`src/rtl/stg_arb_pkg.sv`:
```
// Shared types and defaults for the two-channel STG arbiter.
// Optional handshake timeout is enabled with `define STG_ARB_TIMEOUT_EN.
package stg_arb_pkg;

  localparam int unsigned STG_ARB_DATA_W  = 4;
  localparam int unsigned STG_ARB_TIMEOUT = 15;

  typedef enum logic [1:0] {
    IDLE    = 2'd0,
    SEND    = 2'd1,
    RELEASE = 2'd2,
    ACK     = 2'd3
  } stg_state_t;

endpackage

```
`src/rtl/stg_sync2.sv`:
```
// One-bit two-flop synchronizer with synchronous active-high reset.
module stg_sync2 (
  input  logic clk,
  input  logic reset,
  input  logic d,
  output logic q
);

  logic meta;

  always_ff @(posedge clk) begin
    if (reset) begin
      meta <= 1'b0;
      q    <= 1'b0;
    end else begin
      meta <= d;
      q    <= meta;
    end
  end

endmodule

```
`src/rtl/stg_arbiter.sv`:
```
// Two-requester round-robin arbiter bridging 4-phase handshakes onto one downstream STG stage.
// Define STG_ARB_TIMEOUT_EN to add the per-phase handshake timeout and sticky err flag.
module stg_arbiter
  import stg_arb_pkg::*;
#(
  parameter int unsigned DATA_W  = STG_ARB_DATA_W,
  parameter int unsigned TIMEOUT = STG_ARB_TIMEOUT
) (
  input  logic              clk,
  input  logic              reset,
  input  logic [1:0]        rin,
  output logic [1:0]        ain,
  input  logic [DATA_W-1:0] data_in0,
  input  logic [DATA_W-1:0] data_in1,
  output logic              rout,
  input  logic              aout,
  output logic [DATA_W-1:0] data_out,
  output logic              err
);

  if (TIMEOUT == 0) begin : g_timeout_check
    $error("stg_arbiter: TIMEOUT must be at least 1");
  end

  logic [1:0] rin_s;
  logic       aout_s;

  stg_sync2 u_sync_rin0 (.clk(clk), .reset(reset), .d(rin[0]), .q(rin_s[0]));
  stg_sync2 u_sync_rin1 (.clk(clk), .reset(reset), .d(rin[1]), .q(rin_s[1]));
  stg_sync2 u_sync_aout (.clk(clk), .reset(reset), .d(aout),   .q(aout_s));

  stg_state_t        state_q, state_d;
  logic              gnt_q, gnt_d;
  logic              last_q, last_d;
  logic [DATA_W-1:0] data_d;
  logic              rout_d;
  logic [1:0]        ain_d;

`ifdef STG_ARB_TIMEOUT_EN
  localparam int unsigned CNT_W = $clog2(TIMEOUT + 1);

  logic [CNT_W-1:0] cnt_q, cnt_d;
  logic             err_q, err_d;

  assign err = err_q;
`else
  assign err = 1'b0;
`endif

  always_ff @(posedge clk) begin
    if (reset) begin
      state_q  <= IDLE;
      gnt_q    <= 1'b0;
      last_q   <= 1'b1;
      data_out <= '0;
      rout     <= 1'b0;
      ain      <= '0;
`ifdef STG_ARB_TIMEOUT_EN
      cnt_q    <= '0;
      err_q    <= 1'b0;
`endif
    end else begin
      state_q  <= state_d;
      gnt_q    <= gnt_d;
      last_q   <= last_d;
      data_out <= data_d;
      rout     <= rout_d;
      ain      <= ain_d;
`ifdef STG_ARB_TIMEOUT_EN
      cnt_q    <= cnt_d;
      err_q    <= err_d;
`endif
    end
  end

  always_comb begin
    state_d = state_q;
    gnt_d   = gnt_q;
    last_d  = last_q;
    data_d  = data_out;
`ifdef STG_ARB_TIMEOUT_EN
    cnt_d   = cnt_q;
    err_d   = err_q;
`endif

    unique case (state_q)
      IDLE: begin
        if (|rin_s) begin
          // On a tie the channel that did not win last time is chosen.
          gnt_d   = (rin_s == 2'b11) ? ~last_q : rin_s[1];
          data_d  = gnt_d ? data_in1 : data_in0;
          state_d = SEND;
`ifdef STG_ARB_TIMEOUT_EN
          cnt_d   = '0;
`endif
        end
      end

      SEND: begin
        if (aout_s) begin
          state_d = RELEASE;
`ifdef STG_ARB_TIMEOUT_EN
          cnt_d   = '0;
`endif
        end
`ifdef STG_ARB_TIMEOUT_EN
        else begin
          cnt_d = cnt_q + CNT_W'(1);
          if (cnt_d == CNT_W'(TIMEOUT)) begin
            err_d   = 1'b1;
            state_d = ACK;
          end
        end
`endif
      end

      RELEASE: begin
        if (!aout_s) begin
          state_d = ACK;
        end
`ifdef STG_ARB_TIMEOUT_EN
        else begin
          cnt_d = cnt_q + CNT_W'(1);
          if (cnt_d == CNT_W'(TIMEOUT)) begin
            err_d   = 1'b1;
            state_d = ACK;
          end
        end
`endif
      end

      ACK: begin
        // A request withdrawn earlier simply lets this state exit at once.
        if (!rin_s[gnt_q]) begin
          last_d  = gnt_q;
          state_d = IDLE;
        end
      end

      default: state_d = IDLE;
    endcase

    rout_d = (state_d == SEND);
    ain_d  = (state_d == ACK) ? (gnt_d ? 2'b10 : 2'b01) : 2'b00;
  end

endmodule

```
`config.mk`:
```
export PLATFORM = sky130hd
export DESIGN_NAME = stg_arbiter
export DESIGN_NICKNAME = d
export VERILOG_FILES = /design/src/rtl/stg_arb_pkg.sv /design/src/rtl/stg_sync2.sv /design/src/rtl/stg_arbiter.sv
export SDC_FILE = /design/constraint.sdc
export NUM_CORES = 1
export LEC_CHECK = 0
export ABC_AREA = 1
export CORE_UTILIZATION = 35
export DETAILED_ROUTE_END_ITERATION = 12
export GPL_TIMING_DRIVEN = 0
export MAX_ROUTING_LAYER = met4
export PLACE_DENSITY_LB_ADDON = 0.15
export SYNTH_ARGS = -nofsm -noshare
export SYNTH_HDL_FRONTEND = slang
export SYNTH_SLANG_ARGS = --single-unit
```
`constraint.sdc`:
```
create_clock -name clk -period 1.2 [get_ports clk]
set_input_delay 0.12 -clock clk [delete_from_list [all_inputs] [get_ports clk]]
set_output_delay 0.12 -clock clk [all_outputs]
set_load 0.1 [all_outputs]
```
==> summary.md <==
| Metric | Value |
|---|---|
| Peak supply drop | 0.7707 mV |
| Critical Path, Cell by Cell | buf_2 |
| Synth Area in Compound Gates | around 11% |
| Max Freq | between 800 and 900 MHz |
| Critical Path RT | 1.08 ns |
| Slew Limit Fails | 0 |
| Top cell type by total area after synthesis | dfxtp_1 |
| Yosys cell types | 21 |
| Cell with the most instances after synthesis | nand2_1 |
| Hold depth | 3 |
| Multiplexer share of the synthesized area | 0% |
| Worst-skew pair later-pin latency | slightly below 0.3 ns |
| Average cell area after synthesis | roughly 7.5 sq um |
| First-iteration detailed-routing DRC count | 9 |
| Synthesized Nets | roughly 110 |
| Post-layout net count | 130 |
| Top-level port count | 21 |
| Hold Path End | u_sync_rin0.meta |
| Synth Warn # | 0 |
| Post-Place Setup Slack | -0.3522 ns |
| Routability congestion estimate | approximately 0.84 |
| Period minus WS final | roughly 1.2 ns |
| Final period utilization | 96.76% |
| Inst Count DP | about 140 |
| Pin count of the biggest net entering global routing | 11 |
| Post-Synth Simple-Gate Area | between 30% and 40% |
| Grt ovf | 0 |
| Post-Synth XOR/XNOR Area | 0% |
| # Max-Cap Violations | 0 |
| # rows | 15 |
| Area of the multi-input gates | approximately 290 sq um |
| Inserted Clock Buffers | 3 |
| Static Leakage | 0.0004316 uW |
| Comb power frac | between 20% and 30% |
| Clock Tree Buf Depth | 2 |
| Synth Area in Adders | 0% |
| Clk pwr share | between 20% and 30% |
| Fin worst setup slack | about 0.04 ns |
| Number of flops mapped to enable cells by yosys | 0 |
| Critical Path Start Type | register |
| PwrDens | about 1300 nW/um^2 |
| Synth top area cells | dfxtp_1 49%, nand2_1 11%, nor2_1 8.1% |
| Internal Power | a little over 800 uW |
| R2r startpoint | u_sync_rin0.q |
| Port buffer count | 19 |
| Core area | 1802 sq um |
| Total chip power | approximately 1200 uW |
| Routed WL | 1206 um |
| WP depth | 1 |
| Asr flop ratio synth | 0% |
| Final Hold Viols | 0 |
| Setup CP Type | register to output port |
| Hold path start | rin[0] |
| Most instantiated cells after synthesis | 21 x nand2_1, 17 x dfxtp_1, 15 x nor2_1, 9 x inv_1 |
| Switching power | 402.7 uW |
| Clk sink count | 17 |
| DRT Pass-1 Iters | 4 |
| DRC violation count after routing | 0 |
| Largest family of logic cells by synthesized area | simple AND/OR/NAND/NOR gates |
| Die Height | approximately 47 um |
| Synth Cell Area | approximately 700 sq um |
| Antenna cells | 0 |
| DP Wirelength | about 940 um |
| Mapped Cells | 93 |
| Reg-to-reg slack, setup | ~0.19 ns |
| Sw Ratio | around a third |
| CP delay by family, top | buffers and inverters |
| Share of layout cells above drive strength 1 | 25.86% |
| Seq pwr share | between 50% and 60% |
| Floorplan die width | around 47 um |
| Reg2reg end | data_out[3] |
| Reg2reg path depth | 5 |
| Fillers | 188 |
| Maximum fanout along the worst path | 2 |
| Root Buffer | clkbuf_4 |
| Status | finished clean |
| Critical-path top delay cell | buf_2 |
| Reg clk slew, reported paths | ~0.1 ns |
| Post-synthesis register bit count | 17 |
| DR vias | a little over 600 |
| Crit end category | output port |
| Critical Path Max Stage Delay | 0.42 ns |
| HP Class | input pin to register |
| Cts hold-fix bufs | 0 |
| Vias in the first global route | between 400 and 500 |
| Arr. time, crit path | around 1.0 ns |
| WP buf/inv | 1 |
| Fin cells | about 140 |
| Sequential fraction of the synthesis area | 48.75% |
| CTS tree | done |
| Most used DFF post-synth | dfxtp_1 |
| Sequential cell area | between 300 and 400 sq um |
| Clock Skew | roughly 0.0066 ns |
| Global-route wire length before repair | 2042 um |
| Final setup viols | 0 |
| Layout area overhead | 31.72% |
| Share of the synthesized area in the top cell type | 48.75% |
| All-Layer GR Usage | roughly 14% |
| Total Die Area | approximately 2200 sq um |
| Wire per inst | about 8.6 um |
| RSZ-0062 raised after global routing | false |
| Vias per inst | 4.284 |
| Final ANT Viol Nets | 0 |
| Initial Util | between 30% and 40% |
| Initial antenna violation count | 0 |
| H-tree depth | 1 |
-- cell type report --
cell class | count | area share, %
Tap cell | 25 | 3.401
Timing Repair Buffer | 19 | 17.14
Inverter | 15 | 6.122
Clock buffer | 3 | 2.449
Clock inverter | 1 | 0.5442
Multi-Input combinational cell | 59 | 31.56
Buffer | 2 | 1.224
Sequential cell | 17 | 37.55
-- how the worst max path moves through the flow --
stage	slack [ns]	startpoint	to
6_report	0.04	data_out[3]	data_out[3]
5_1_grt	0.004	data_out[1]	data_out[1]
4_1_cts	0.02	data_out[1]	data_out[1]
3_5_place_dp	-0.35	data_out[3]	data_out[3]
3_3_place_gp	-0.35	data_out[0]	data_out[0]
2_1_floorplan	0.17	ain[0]	ain[0]
-- through the flow --
step	TNS (ns)	hold slack, ns	utilization [%]	instance area [sq um]
2_1_floorplan	0	0.2270	-	703.2
3_3_place_gp	-2.375	0.3898	51.32	924.6
3_5_place_dp	-2.400	0.3976	51.32	924.6
4_1_cts	0	0.3214	50.90	917.1
5_1_grt	0	0.3364	51.04	919.6
6_report	0	0.3352	51.04	919.6
-- cells by family after synthesis --
family	Yosys count
AND/OR/NAND/NOR	45
flip-flops	17
AO/OA/AOI/OAI	13
buffers and inverters	17
other	1
-- flip-flops by register name (all words and copies together) (netlist names) --
signal,cells
u_sync_rin1.q,1
u_sync_rin0.q,1
ain,2
u_sync_rin0.meta,1
u_sync_aout.q,1
rout,1
u_sync_rin1.meta,1
u_sync_aout.meta,1
state_q,2
gnt_q,1
data_out,4
last_q,1
-- cell usage in the layout (no fill, tap or decap) --
master and instances:
a21oi_1 5, a21oi_2 1, buf_2 6, buf_4 1
clkbuf_1 1, clkbuf_4 4, clkdlybuf4s50_1 12, clkinv_1 1
clkinv_2 1, conb_1 1, dfxtp_1 13, dfxtp_2 4
inv_1 9, inv_2 5, nand2_1 21, nand2_2 2
nand2_4 1, nand3_1 2, nand3_2 1, nor2_1 15
nor2_2 2, nor2_8 1, o211ai_1 1, o21ai_0 4
o21ai_1 1, o21ai_2 1
-- layer usage --
layer	share of wire, %	global-route usage (%)	up-vias
met2	46	19.44	12
met4	1.7	6.857	0
met5	0	-	-
met3	3.9	4.706	2
li1	-	-	326
met1	48	18.01	264
-- power groups by stage --
stage               combinational, uW  clock (uW)  sequential, uW
global route                      316         335             619
floorplan                         110           0             740
detailed placement                308           0             629
finish                            293         302             615
global placement                  305           0             628
CTS                               294         322             615
-- repair_timing --
action,4_1_cts,5_1_grt
setup buffers,0,0
gates resized for setup,35,1
pin swaps,0,0
endpoints found under the setup margin,7,1
endpoints found under the hold margin,0,0
Note: power is estimated with default switching activity, not from simulation.
